### src/rtl/door_timer.sv
`default_nettype none
// ============================================================================
//  Module   : door_timer
//  Purpose  : Door sequencer IDLE -> OPENING -> HOLD -> CLOSING -> IDLE,
//             counted down in ticks. Optional macro DOOR_REOPEN_EN lets an
//             open request or obstruction abort a close and reopen the door.
//  Revision : 1.0  initial release
// ============================================================================
module door_timer #(
    parameter int WIDTH  = 4,
    parameter int MOVE_T = 3,
    parameter int HOLD_T = 5
) (
    input  logic             clk,
    input  logic             rst,
    input  logic             tick,
    input  logic             open_req,
    input  logic             obstruct,
    output logic [1:0]       door_state,
    output logic [WIDTH-1:0] remaining,
    output logic             busy,
    output logic             closed_done
);

    localparam int MAX_COUNT = (2 ** WIDTH) - 1;

    generate
        if (MOVE_T < 1 || MOVE_T > MAX_COUNT || HOLD_T < 1 || HOLD_T > MAX_COUNT) begin : g_param_check
            $error("door_timer: MOVE_T and HOLD_T must lie in 1..2**WIDTH-1");
        end
    endgenerate

    localparam logic [WIDTH-1:0] C_MOVE = WIDTH'(MOVE_T);
    localparam logic [WIDTH-1:0] C_HOLD = WIDTH'(HOLD_T);
    localparam logic [WIDTH-1:0] C_ONE  = WIDTH'(1);

    typedef enum logic [1:0] {
        S_IDLE    = 2'b00,
        S_OPENING = 2'b01,
        S_HOLD    = 2'b10,
        S_CLOSING = 2'b11
    } state_t;

    state_t           state_q;
    logic [WIDTH-1:0] rem_q;
    logic             done_q;

    always_ff @(posedge clk) begin
        if (rst) begin
            state_q <= S_IDLE;
            rem_q   <= '0;
            done_q  <= 1'b0;
        end else begin
            done_q <= 1'b0;
            case (state_q)
                S_IDLE: begin
                    if (open_req) begin
                        state_q <= S_OPENING;
                        rem_q   <= C_MOVE;
                    end
                end
                S_OPENING: begin
                    if (tick) begin
                        if (rem_q > C_ONE) begin
                            rem_q <= rem_q - C_ONE;
                        end else begin
                            state_q <= S_HOLD;
                            rem_q   <= C_HOLD;
                        end
                    end
                end
                S_HOLD: begin
                    // A request or obstruction restarts the dwell even on the expiry tick.
                    if (open_req || obstruct) begin
                        rem_q <= C_HOLD;
                    end else if (tick) begin
                        if (rem_q > C_ONE) begin
                            rem_q <= rem_q - C_ONE;
                        end else begin
                            state_q <= S_CLOSING;
                            rem_q   <= C_MOVE;
                        end
                    end
                end
                S_CLOSING: begin
`ifdef DOOR_REOPEN_EN
                    if (open_req || obstruct) begin
                        state_q <= S_OPENING;
                        rem_q   <= C_MOVE;
                    end else
`endif
                    if (tick) begin
                        if (rem_q > C_ONE) begin
                            rem_q <= rem_q - C_ONE;
                        end else begin
                            state_q <= S_IDLE;
                            rem_q   <= '0;
                            done_q  <= 1'b1;
                        end
                    end
                end
            endcase
        end
    end

    assign door_state  = state_q;
    assign remaining   = rem_q;
    assign busy        = (state_q != S_IDLE);
    assign closed_done = done_q;

endmodule
`default_nettype wire

### config.mk
export PLATFORM = sky130hd
export DESIGN_NAME = door_timer
export DESIGN_NICKNAME = d
export VERILOG_FILES = /design/src/rtl/door_timer.sv
export SDC_FILE = /design/constraint.sdc
export NUM_CORES = 1
export LEC_CHECK = 0
export ABC_AREA = 0
export BUFFER_PORTS_ARGS = -buffer_cell sky130_fd_sc_hd__buf_2
export CORE_AREA = 3 3 40 42
export CTS_BUF_LIST = sky130_fd_sc_hd__clkbuf_16
export DETAILED_ROUTE_END_ITERATION = 10
export DIE_AREA = 0 0 43 45
export PLACE_DENSITY = 0.65
export SKIP_LAST_GASP = 1
export SLEW_MARGIN = 20
export SYNTH_ARGS = -nofsm -noshare
export SYNTH_HDL_FRONTEND = slang
export SYNTH_SLANG_ARGS = --single-unit
### constraint.sdc
create_clock -name clk -period 3.8 [get_ports clk]
set_input_delay 0.38 -clock clk [delete_from_list [all_inputs] [get_ports clk]]
set_output_delay 0.38 -clock clk [all_outputs]
set_load 0.01 [all_outputs]
==> impl_metrics.sql <==
INSERT INTO impl_metrics (metric_group, metric, value, unit) VALUES
('synthesis', 'synthArstFlopShare', '0', '%'),
('floorplanning', 'starting_density_of_the_core', '44.0', '%'),
('min_path', 'holdPathStages', '2', ''),
('global_route', 'grt_max_degree', '10', ''),
('timing', 'totalNegativeSetupSlack', '0', 'ns'),
('power', 'power.share.clock', '25.8', '%'),
('setup_path', 'startpoint_type', 'flip-flop', ''),
('layout', 'nFillCells', '125', ''),
('clock_tree', 'path_clk_slew', '0.04', 'ns'),
('synthesis', 'synth_enable_flop_cells', '0', ''),
('floorplanning', 'die_h', '45', 'µm'),
('clock_tree', 'clock_tree_from_tritoncts', 'done', ''),
('floorplanning', 'die_w', '43', 'µm'),
('layout', 'layout_common_cells', 'buf_2, ha_1, dfxtp_1', ''),
('synthesis', 'yosys_warning_count', '0', ''),
('placement', 'finalWeightedCongestion', '0.865', ''),
('timing', 'worst_slew_margin_rel', '66.1', '%'),
('synthesis', 'netlist.area_leader.share', '24.8', '%'),
('power', 'combinationalPowerShare', '55.2', '%'),
('layout', 'layout.area.seq', '140', 'µm²'),
('floorplanning', 'floorplan.rows', '13', ''),
('synthesis', 'ys_seq_area_share', '24.8', '%'),
('synthesis', 'avgSynthCellArea', '8.98', 'µm²'),
('global_route', 'antenna_found_initial', '0', ''),
('global_route', 'grt_first_pass_wirelength', '2260', 'µm'),
('power', 'netSwitchingFraction', '41.2', '%'),
('clock_tree', 'post-cts-setup-buffers', '0', ''),
('timing', 'maxClockFrequency', '533', 'MHz'),
('drt', 'post_drt_wl_per_cell', '14.0', 'µm'),
('clock_tree', 'cts-root-buf', 'clkbuf_16', ''),
('power', 'worst_ir_drop_vdd', '0.395', 'mV'),
('timing', 'setup_viols_final', '0', ''),
('clock_tree', 'tritoncts_num_sinks', '7', ''),
('setup_path', 'reg2regPathDepth', '5', ''),
('clock_tree', 'cts.htree.levels', '1', ''),
('drt', 'num_vias', '541', ''),
('setup_path', 'worst-endpoint-required', '3.92', 'ns'),
('timing', 'fin_worst_hold_slack', '0.438', 'ns'),
('layout', 'drive_above_1_share', '29.1', '%'),
('layout', 'syn2layout_area_growth', '27.9', '%'),
('timing', 'final_period_minus_worst_setup_slack', '1.88', 'ns'),
('clock_tree', 'ctsLongestPathBuffers', '2', ''),
('min_path', 'hold_path_class', 'input port to flip-flop', ''),
('synthesis', 'synthCells', '63', ''),
('drt', 'drtAntennaViolNets', '0', ''),
('synthesis', 'synth_area', '566', 'µm²'),
('layout', 'post_layout_nonfiller_instances', '94', ''),
('global_route', 'globalRouteOverflowTotal', '0', ''),
('global_route', 'first_global_vias', '503', ''),
('setup_path', 'timing_worst_setup_path_type', 'flip-flop to flip-flop', ''),
('power', 'internal_power', '396', 'µW'),
('timing', 'clock_skew', '0.00160', 'ns'),
('drt', 'route.detailed.vias_per_inst', '5.76', ''),
('floorplanning', 'die_area', '0.00194', 'mm²'),
('timing', 'hold_viol_final', '0', ''),
('outcome', 'status', 'finished, final reports clean', ''),
('layout', 'layout.cells.most_common', 'buf_2', ''),
('placement', 'detailed_place_hpwl', '984', 'µm'),
('power', 'power.total', '673', 'µW'),
('placement', 'placed_cells', '90', ''),
('timing', 'grt_setup_unrepaired', 'no', ''),
('setup_path', 'timing.critical_path.arrival', '2.00', 'ns'),
('synthesis', 'synth_nets', '75', ''),
('timing', 'worst-slew-pin-transition', '0.507', 'ns'),
('layout', 'final_nets', '92', ''),
('drt', 'initialDrtViolationCount', '11', ''),
('floorplanning', 'core_area', '0.00128', 'mm²'),
('setup_path', 'category_of_the_worst_setup_path_capture_point', 'flip-flop', ''),
('power', 'power.share.sequential', '19.0', '%'),
('synthesis', 'yosys-top-cells-area', 'dfxtp_1, ha_1, a221oi_2, nor2_1, a22o_2', ''),
('layout', 'multiInputGateArea', '403', 'µm²');
## worst paths after layout
| check | end | slack (ns) | startpoint |
|---|---|---|---|
| setup / recovery | remaining[3] | 1.92 | door_state[0] |
| hold / removal | closed_done | 0.44 | tick |
| hold reg to reg | door_state[1] | 0.53 | door_state[1] |
| setup reg to reg | remaining[3] | 1.92 | door_state[0] |
## cell type report
cell class | count | share of cell area (%)
multi-input combinational | 50 | 55.7
tap | 15 | 2.60
clock inverter | 1 | 0.519
clock buffer | 3 | 10.4
sequential | 7 | 19.4
timing repair buffer | 12 | 8.30
inverter | 6 | 3.11
## kinds of logic after synthesis
kind of cell	share of synthesized area, %
buf+inv	3.98
compound gates	31.6
simple gates	21.0
flops	24.8
fa+ha+maj	15.5
xor+xnor	3.10
## synth_stat cells, drive strengths merged (2+ instances only)
| cell | number |
|---|---|
| dfxtp | 7 |
| ha | 7 |
| nor2 | 6 |
| inv | 5 |
| nor3 | 4 |
| a21oi | 3 |
| o21ai | 3 |
| or2 | 3 |
| a211oi | 2 |
| a221oi | 2 |
| a22o | 2 |
| o41ai | 2 |
| xnor2 | 2 |
## sequential cells by signal, indices dropped and copies added (netlist names)
signal,cells
door_state,2
remaining,4
closed_done,1
## power groups by stage
stage | clock [µW] | sequential (µW) | combinational [µW]
3_3_place_gp | 0 | 129 | 373
5_1_grt | 183 | 132 | 416
6_report | 174 | 128 | 372
2_1_floorplan | 0 | 135 | 270
3_5_place_dp | 0 | 129 | 366
4_1_cts | 176 | 128 | 371
## worst max-delay path: stages, from the launching register on
cell	delay [ns]
dfxtp_1	0.34
inv_1	0.15
ha_1	0.27
or3b_4	0.43
a221o_1	0.36
o41ai_2	0.22
## per-layer routing
layer | part of all wire, % | up-vias | GRT usage, %
met2 | 45 | 24 | 24.9
met4 | 0 | 0 | 5.42
met3 | 6.8 | 0 | 5.18
met5 | 0 | - | 0
li1 | - | 274 | -
met1 | 49 | 243 | 19.8
## metrics by stage
step,area [µm²],utilization [%],setup slack (ns)
floorplan,566,-,2.06
CTS,723,56.3,1.93
global placement,644,50.1,2.03
detailed placement,644,50.1,1.98
finish,723,56.3,1.92
global route,723,56.3,1.82
Power figures use the tool's default switching activity.
